<file path="config.mk">
export PLATFORM = sky130hd
export DESIGN_NAME = slv_arbiter_rr
export DESIGN_NICKNAME = d
export VERILOG_FILES = /design/src/rtl/slv_arbiter_rr.sv
export SDC_FILE = /design/constraint.sdc
export NUM_CORES = 1
export LEC_CHECK = 0
export BUFFER_PORTS_ARGS = -buffer_cell sky130_fd_sc_hd__buf_4
export CORE_MARGIN = 2
export CORE_UTILIZATION = 44
export DETAILED_ROUTE_END_ITERATION = 7
export GPL_ROUTABILITY_DRIVEN = 1
export GPL_TIMING_DRIVEN = 1
export HOLD_SLACK_MARGIN = 0.05
export PLACE_DENSITY = 0.9
export SLEW_MARGIN = 20
export SYNTH_ARGS = -nofsm -noshare
export SYNTH_HDL_FRONTEND = slang
export SYNTH_SLANG_ARGS = --single-unit
</file>
<file path="constraint.sdc">
create_clock -name clk -period 4.6 [get_ports clk]
set_input_delay 0.92 -clock clk [delete_from_list [all_inputs] [get_ports clk]]
set_output_delay 0.92 -clock clk [all_outputs]
set_load 0.01 [all_outputs]
</file>
<file path="src/rtl/slv_arbiter_rr.sv">
// slv_arbiter_rr: merges NUM_SLV slave streams onto one FIFO write port using round-robin grants
// with bounded bursts, FIFO back-pressure and a master-complete halt. Option macro: ARB_URGENT_EN.
module slv_arbiter_rr #(
  parameter int NUM_SLV   = 4,
  parameter int DW        = 32,
  parameter int PV_W      = 8,
  parameter int MODE_W    = 2,
  parameter int BURST_MAX = 16,
  localparam int SW       = $clog2(NUM_SLV)
) (
  input  logic                           clk,
  input  logic                           rst_n,
  input  logic [NUM_SLV-1:0][MODE_W-1:0] slv_mode,
  input  logic [NUM_SLV-1:0]             slv_data_valid,
  input  logic [NUM_SLV-1:0][DW-1:0]     slv_data,
  input  logic [NUM_SLV-1:0][PV_W-1:0]   slv_proc_val,
  output logic [NUM_SLV-1:0]             slv_ready,
  input  logic                           fifo_full,
  input  logic                           mstr_cmplt,
  output logic [DW-1:0]                  slvx_data,
  output logic                           slvx_data_valid,
  output logic [MODE_W-1:0]              slvx_mode,
  output logic [PV_W-1:0]                slvx_proc_val,
  output logic [SW-1:0]                  data_source
);

  localparam int BW = $clog2(BURST_MAX + 1);

  typedef enum logic [1:0] {IDLE, BUSY, HALT} st_e;

  st_e                       state, state_nxt;
  logic [SW-1:0]             ptr, ptr_nxt, grant, grant_nxt, grant_inc, pick;
  logic [BW-1:0]             bcnt, bcnt_nxt;
  logic [NUM_SLV-1:0]        req, xfer_v;
  logic [NUM_SLV-1:0][SW-1:0] rr_idx;
  logic                      busy, gate, xfer, burst_end, pick_vld;

  assign gate = busy & ~fifo_full & ~mstr_cmplt;
  assign xfer = |xfer_v;

  for (genvar i = 0; i < NUM_SLV; i++) begin : g_lane
    assign req[i]       = |slv_mode[i];
    assign slv_ready[i] = gate & req[i] & (grant == SW'(i));
    assign xfer_v[i]    = slv_ready[i] & slv_data_valid[i];
  end

  // rr_idx[k] = (ptr + k) mod NUM_SLV, valid for non-power-of-two NUM_SLV too
  for (genvar k = 0; k < NUM_SLV; k++) begin : g_rr
    logic [SW:0] sum;
    assign sum       = {1'b0, ptr} + (SW+1)'(k);
    assign rr_idx[k] = (sum >= (SW+1)'(NUM_SLV)) ? SW'(sum - (SW+1)'(NUM_SLV)) : sum[SW-1:0];
  end

  assign grant_inc = (grant == SW'(NUM_SLV - 1)) ? '0 : grant + SW'(1);

`ifdef ARB_URGENT_EN
  logic [NUM_SLV-1:0] urg;
  logic               pick_urg, urg_gnt;

  for (genvar i = 0; i < NUM_SLV; i++) begin : g_urg
    assign urg[i] = &slv_mode[i];
  end

  // Descending scan so the slave closest to ptr is written last and wins;
  // the urgent pass runs second so it overrides any plain requester.
  always_comb begin
    pick     = '0;
    pick_vld = 1'b0;
    pick_urg = 1'b0;
    for (int k = NUM_SLV - 1; k >= 0; k--)
      if (req[rr_idx[k]]) begin
        pick     = rr_idx[k];
        pick_vld = 1'b1;
      end
    for (int k = NUM_SLV - 1; k >= 0; k--)
      if (urg[rr_idx[k]]) begin
        pick     = rr_idx[k];
        pick_urg = 1'b1;
      end
  end

  always_ff @(posedge clk or negedge rst_n)
    if (!rst_n)                                         urg_gnt <= 1'b0;
    else if (state == IDLE && !mstr_cmplt && pick_vld)  urg_gnt <= pick_urg;

  // Urgent grants run until mode drop or halt
  assign burst_end = xfer & (bcnt == BW'(BURST_MAX - 1)) & ~urg_gnt;
`else
  always_comb begin
    pick     = '0;
    pick_vld = 1'b0;
    for (int k = NUM_SLV - 1; k >= 0; k--)
      if (req[rr_idx[k]]) begin
        pick     = rr_idx[k];
        pick_vld = 1'b1;
      end
  end

  assign burst_end = xfer & (bcnt == BW'(BURST_MAX - 1));
`endif

  // State register
  always_ff @(posedge clk or negedge rst_n)
    if (!rst_n) state <= IDLE;
    else        state <= state_nxt;

  // Next-state and arbitration bookkeeping
  always_comb begin
    state_nxt = state;
    grant_nxt = grant;
    ptr_nxt   = ptr;
    bcnt_nxt  = bcnt;
    if (xfer && bcnt != BW'(BURST_MAX)) bcnt_nxt = bcnt + BW'(1);
    case (state)
      IDLE:
        if (mstr_cmplt) state_nxt = HALT;
        else if (pick_vld) begin
          state_nxt = BUSY;
          grant_nxt = pick;
          bcnt_nxt  = '0;
        end
      BUSY:
        if (mstr_cmplt) state_nxt = HALT;
        else if (!req[grant] || burst_end) begin
          state_nxt = IDLE;
          ptr_nxt   = grant_inc;
        end
      HALT:
        // interrupted slave gets first shot on resume
        if (!mstr_cmplt) begin
          state_nxt = IDLE;
          ptr_nxt   = grant;
        end
      default: state_nxt = IDLE;
    endcase
  end

  // Outputs
  always_comb busy = (state == BUSY);

  always_ff @(posedge clk or negedge rst_n)
    if (!rst_n) begin
      ptr   <= '0;
      grant <= '0;
      bcnt  <= '0;
    end else begin
      ptr   <= ptr_nxt;
      grant <= grant_nxt;
      bcnt  <= bcnt_nxt;
    end

  always_ff @(posedge clk or negedge rst_n)
    if (!rst_n) begin
      slvx_data       <= '0;
      slvx_data_valid <= 1'b0;
      slvx_mode       <= '0;
      slvx_proc_val   <= '0;
      data_source     <= '0;
    end else begin
      slvx_data_valid <= xfer;
      if (xfer) begin
        slvx_data     <= slv_data[grant];
        slvx_mode     <= slv_mode[grant];
        slvx_proc_val <= slv_proc_val[grant];
        data_source   <= grant;
      end
    end

endmodule

</file>
After elaboration in Yosys (flattened, before gate mapping)
Index checks and enable logic that the tools add are counted.
{"block": "word_totals", "in_bits": 176, "wordCells": 113, "output_inout_bits": 49, "register_bits": 56}
{"block": "classes", "mux": 43, "eq_ne": 12, "magnitude_cmp": 9, "reduce_logical": 14, "add_sub_neg": 9, "bitwise_logic": 17}
{"op": "$bmux 32 s2", "n": 1}
{"op": "$mux 2", "n": 18}
{"op": "$mux 32", "n": 1}
{"op": "$mux 5", "n": 4}
{"op": "$bmux 8 s2", "n": 1}
{"op": "$and 1x1->1", "n": 15}
{"op": "$lt 2x3->1 const B", "n": 5}
{"op": "$bmux 1 s2", "n": 5}
{"op": "$ge 3x3->1 const B", "n": 3}
{"op": "$mux 1", "n": 9}
{"op": "$mux 8", "n": 1}
{"op": "$reduce_or 2->1", "n": 4}
{"op": "$sub 2x1->2 const B", "n": 4}
{"op": "$add 2x2->3 const B", "n": 2}
{"op": "$eq 2x2->1 const B", "n": 3}
{"op": "$pmux 2 s3", "n": 1}
{"op": "$reduce_and 3->1", "n": 2}
{"op": "$add 5x1->5 const B", "n": 1}
{"op": "$eq 5x4->1 const B", "n": 1}
{"op": "$ne 5x5->1 const B", "n": 1}
{"op": "$bmux 2 s2", "n": 1}
{"op": "$eq 2x1->1 const B", "n": 2}
{"op": "$logic_not 2->1", "n": 2}
{"op": "$ne 2x2->1 const B", "n": 2}
{"op": "other kinds (14)", "n": 15}

Depth between registers and ports, before layout
{"block": "logic_depth", "depth_word": 12, "depth_mapped": 12, "depth_no_buf": 8}

Worst setup path after synthesis
Ideal clock, no wire load.
{"block": "synth_path", "path_kind": "input-to-output", "from": "input mstr_cmplt", "to": "output slv_ready[2]", "path_stages": 3, "required_ns": 3.680, "setup_slack_ns": 2.110, "arrival_ns": 1.570, "path_cell_list": "nor3b_2 > nand2b_1 > nor3b_1"}
{"block": "synth_via", "elab_chain_cells": 4}
{"element": "start, declared", "line": "19", "text": "input logic mstr_cmplt,"}
{"element": "$not 1->1 (no line)"}
{"element": "$and 1x1->1", "line": "38", "text": "assign gate = busy & ~fifo_full & ~mstr_cmplt;"}
{"element": "$and 1x1->1 (2 in series)", "line": "43", "text": "assign slv_ready[i] = gate & req[i] & (grant == SW'(i));"}
{"element": "end, declared", "line": "17", "text": "output logic [NUM_SLV-1:0] slv_ready,"}
Every way passes these cells.

Worst setup path in the final report
{"block": "layout_path", "from": "register grant[1]", "to": "output slv_ready[0]"}
{"block": "layout_via", "elab_chain_cells": 2}
{"element": "start, declared", "line": "32", "text": "logic [SW-1:0] ptr, ptr_nxt, grant, grant_nxt, grant_inc, pick;"}
{"element": "start signal, assigned", "line": "148", "text": "grant <= grant_nxt;"}
{"element": "$logic_not 2->1", "line": "43"}
{"element": "$and 1x1->1", "line": "43"}
Every way passes these cells.

==> metrics.md <==
| Metric | Value |
|---|---|
| Status | finished, final reports clean |
| NumNets Final | 729 |
| Core area | 7770 µm² |
| Period minus WS final | 3.22 ns |
| Number of buffer cells added on primary ports | 224 |
| RSZ-0062 raised after global routing | false |
| Critical Path AT | 2.30 ns |
| Design area | 5350 µm² |
| Bufs on Longest Clock Path | 2 |
| Power Density | 458 nW/µm² |
| Seq/Total Area, Yosys | 39.7% |
| Routed Antenna Nets | 0 |
| Top_reg_cell synth | dfrtp_1 |
| Endpoint class of the critical path | output pin |
| FP Rows | 32 |
| Largest net degree at the start of global routing | 57 |
| CP Launch Type | register |
| Worst-path clk slew | 0.10 ns |
| CTS Hold Bufs | 0 |
| Post-DP HPWL | 8.77 mm |
| WL final | 11.3 mm |
| Cell Area, Placed | 5250 µm² |
| Initial Util | 45.5% |
| Clock skew | 0.00900 ns |
| Hold_sp | slvx_data[10]$_DFFE_PN0P_ |
| Detailed Route Iter0 Violations | 125 |
| Post-synth top cells | nand2_1 (133), dfrtp_1 (56), mux4_2 (43), buf_2 (11), nor2_1 (11) |
| Mean Syn Cell Area | 10.5 µm² |
| Area growth from synthesis to layout | 51.5% |
| HP Class | register to register |
| CTS H-tree lvls | 2 |
| CTS tree | done |
| Via Count | 3504 |
| Gate count after technology mapping | 335 |
| Crit Path Class | register to output pin |
| Setup Fix Bufs, Post-CTS | 0 |
| Grt ovf | 0 |
| Horiz. Die Dim | 93.6 µm |
| Number of synthesized flops with an enable pin | 0 |
| Post-synthesis net count | 518 |
| Top-area cell type share of the netlist area | 39.7% |
| Cells along the critical path | inv_1, ha_1, o21a_1, nor2b_1, buf_4 |
| Ant diodes | 0 |
| Gr usage total | 25.1% |
| Area contributors post-synth | dfrtp_1 (40%), mux4_2 (27%), nand2_1 (14%), ha_1 (2.5%), buf_2 (1.6%) |
| # Max-Cap Violations | 0 |
| Tightest Pin Transition | 1.10 ns |
| Fmax | 0.311 GHz |
| Initial antenna violation count | 0 |
| Slew headroom | 26.8% |
| Clk sinks | 56 |
| Tcrit/Tclk final | 69.9% |
| # resized after CTS | 0 |
| Final GP Congestion | 0.859 |
| TNS Setup | 0 ns |
| Setup crit start | grant[1]$_DFFE_PN0P_ |
| Die area | 8760 µm² |
| Drt via density | 5.40 |
| # DRC | 0 |
| Asr flop ratio synth | 100% |
| Hold Vio Cnt, Final | 0 |
| CTS Buf Count | 5 |
| Root buffer cell | clkbuf_8 |
| Vias in the first global route | 3657 |
| WP data required | 3.68 ns |
| Synth cell types | 45 |
| Post-synth top area cell | dfrtp_1 |
| R2r startpoint | grant[1]$_DFFE_PN0P_ |
| Fin cells | 649 |
| #FFs+latches synth | 56 |
| Placed cells | 641 |
| Yosys warns | 0 |
| Mapped Area | 3530 µm² |
| Critical Path Fanout Max | 47 |
| Layout cell share with drive strength beyond 1 | 51.7% |
| Leakage Power | 2.72 nW |
| Final setup fails | 0 |
| Worst skew pair latency | 0.30 ns |
| Slew Limit Fails | 0 |
| Cell with the most instances after synthesis | nand2_1 |
| Max stage delay on crit path | 1.11 ns |
| Num ports | 225 |
| Avg WL per Cell | 17.5 µm |
| Peak supply drop | 0.285 mV |
| Die height | 93.6 µm |
| First-pass GRT wire length | 17.3 mm |
| R2R setup slack | 1.55 ns |
| Slowest cell on the critical path | dfrtp_2 |
| Pre-antenna DRT Iters | 4 |
[cell families after synthesis]
| family | count (synthesis) | synth area share (%) |
|---|---|---|
| AO/OA/AOI/OAI | 34 | 6.98 |
| AND/OR/NAND/NOR | 165 | 19.3 |
| flip-flops | 56 | 39.7 |
| multiplexers | 45 | 28.0 |
| buffers and inverters | 28 | 3.58 |
| adder cells (fa/ha/maj) | 7 | 2.48 |
[area by class of cell]
class | count | area (µm²)
multi-input cells | 251 | 2000
clock buffers | 7 | 86.3
fillers | 593 | 2420
well taps | 102 | 128
repair buffers | 226 | 1700
flip-flops and latches | 56 | 1400
inverters | 6 | 22.5
clock inverters | 1 | 7.51
[layout by cell type (no fill, tap or decap), drive strengths merged, types with 2 or more instances in the layout]
cell type and n:
inv 6, nand2 133, and3 2, o21bai 2
mux2i 2, o21a 2, a22o 2, o21ai 9
ha 7, nor3 2, a311oi 2, clkbuf 7
mux4 43, nand3 5, or2 2, buf 226
dfrtp 56, a21oi 4, nor2b 2, nor3b 2
nor2 11
[worst max-delay path: cells and delay by family (launching register included)]
kind,cells,cell delay (ns)
adders and majority gates,1,0.26
AOI/OAI and AO/OA,1,0.12
buffers and inverters,2,0.37
DFF,1,1.11
and+or+nand+nor,1,0.14
[final timing paths]
| kind | depth (start not counted) | end |
|---|---|---|
| setup / recovery | 5 | slv_ready[0] |
| hold / removal | 2 | slvx_data[10]$_DFFE_PN0P_ |
| setup reg to reg | 8 | ptr[1]$_DFFE_PN0P_ |
| hold reg to reg | 2 | slvx_data[10]$_DFFE_PN0P_ |
| max in group asynchronous | 1 | grant[0]$_DFFE_PN0P_ |
| min in group asynchronous | 1 | slvx_proc_val[4]$_DFFE_PN0P_ |
[per-layer routing]
metal	routed length, µm	global-route usage [%]	vias to the layer above
li1	-	-	1613
met1	3990	29.4	1674
met2	6140	45.5	191
met3	926	5.96	26
met4	268	7.85	0
met5	0	0	-
[flip-flops by register name (all words and copies together), names as in the netlist]
register	count
data_source	2
slvx_data	32
bcnt	5
slvx_mode	2
ptr	2
state	2
slvx_proc_val	8
grant	2
slvx_data_valid	1
[through the flow]
step	power (W)	hold WS (ns)	setup slack [ns]	util, %
6_report	0.00245	0.483	1.38	68.8
5_1_grt	0.00261	0.500	1.26	68.8
4_1_cts	0.00248	0.489	1.37	68.8
3_5_place_dp	0.00219	0.464	1.54	67.6
3_3_place_gp	0.00213	0.460	1.73	67.6
2_1_floorplan	0.00161	0.467	2.11	-
[power by group]
part	switching, W	leakage [nW]	internal (W)
Clock	0.000156	0.0445	0.000123
Combinational	0.000504	1.94	0.000735
Sequential	0.000238	0.732	0.000691
Total	0.000899	2.72	0.00155
(Power assumes the default switching activity.)
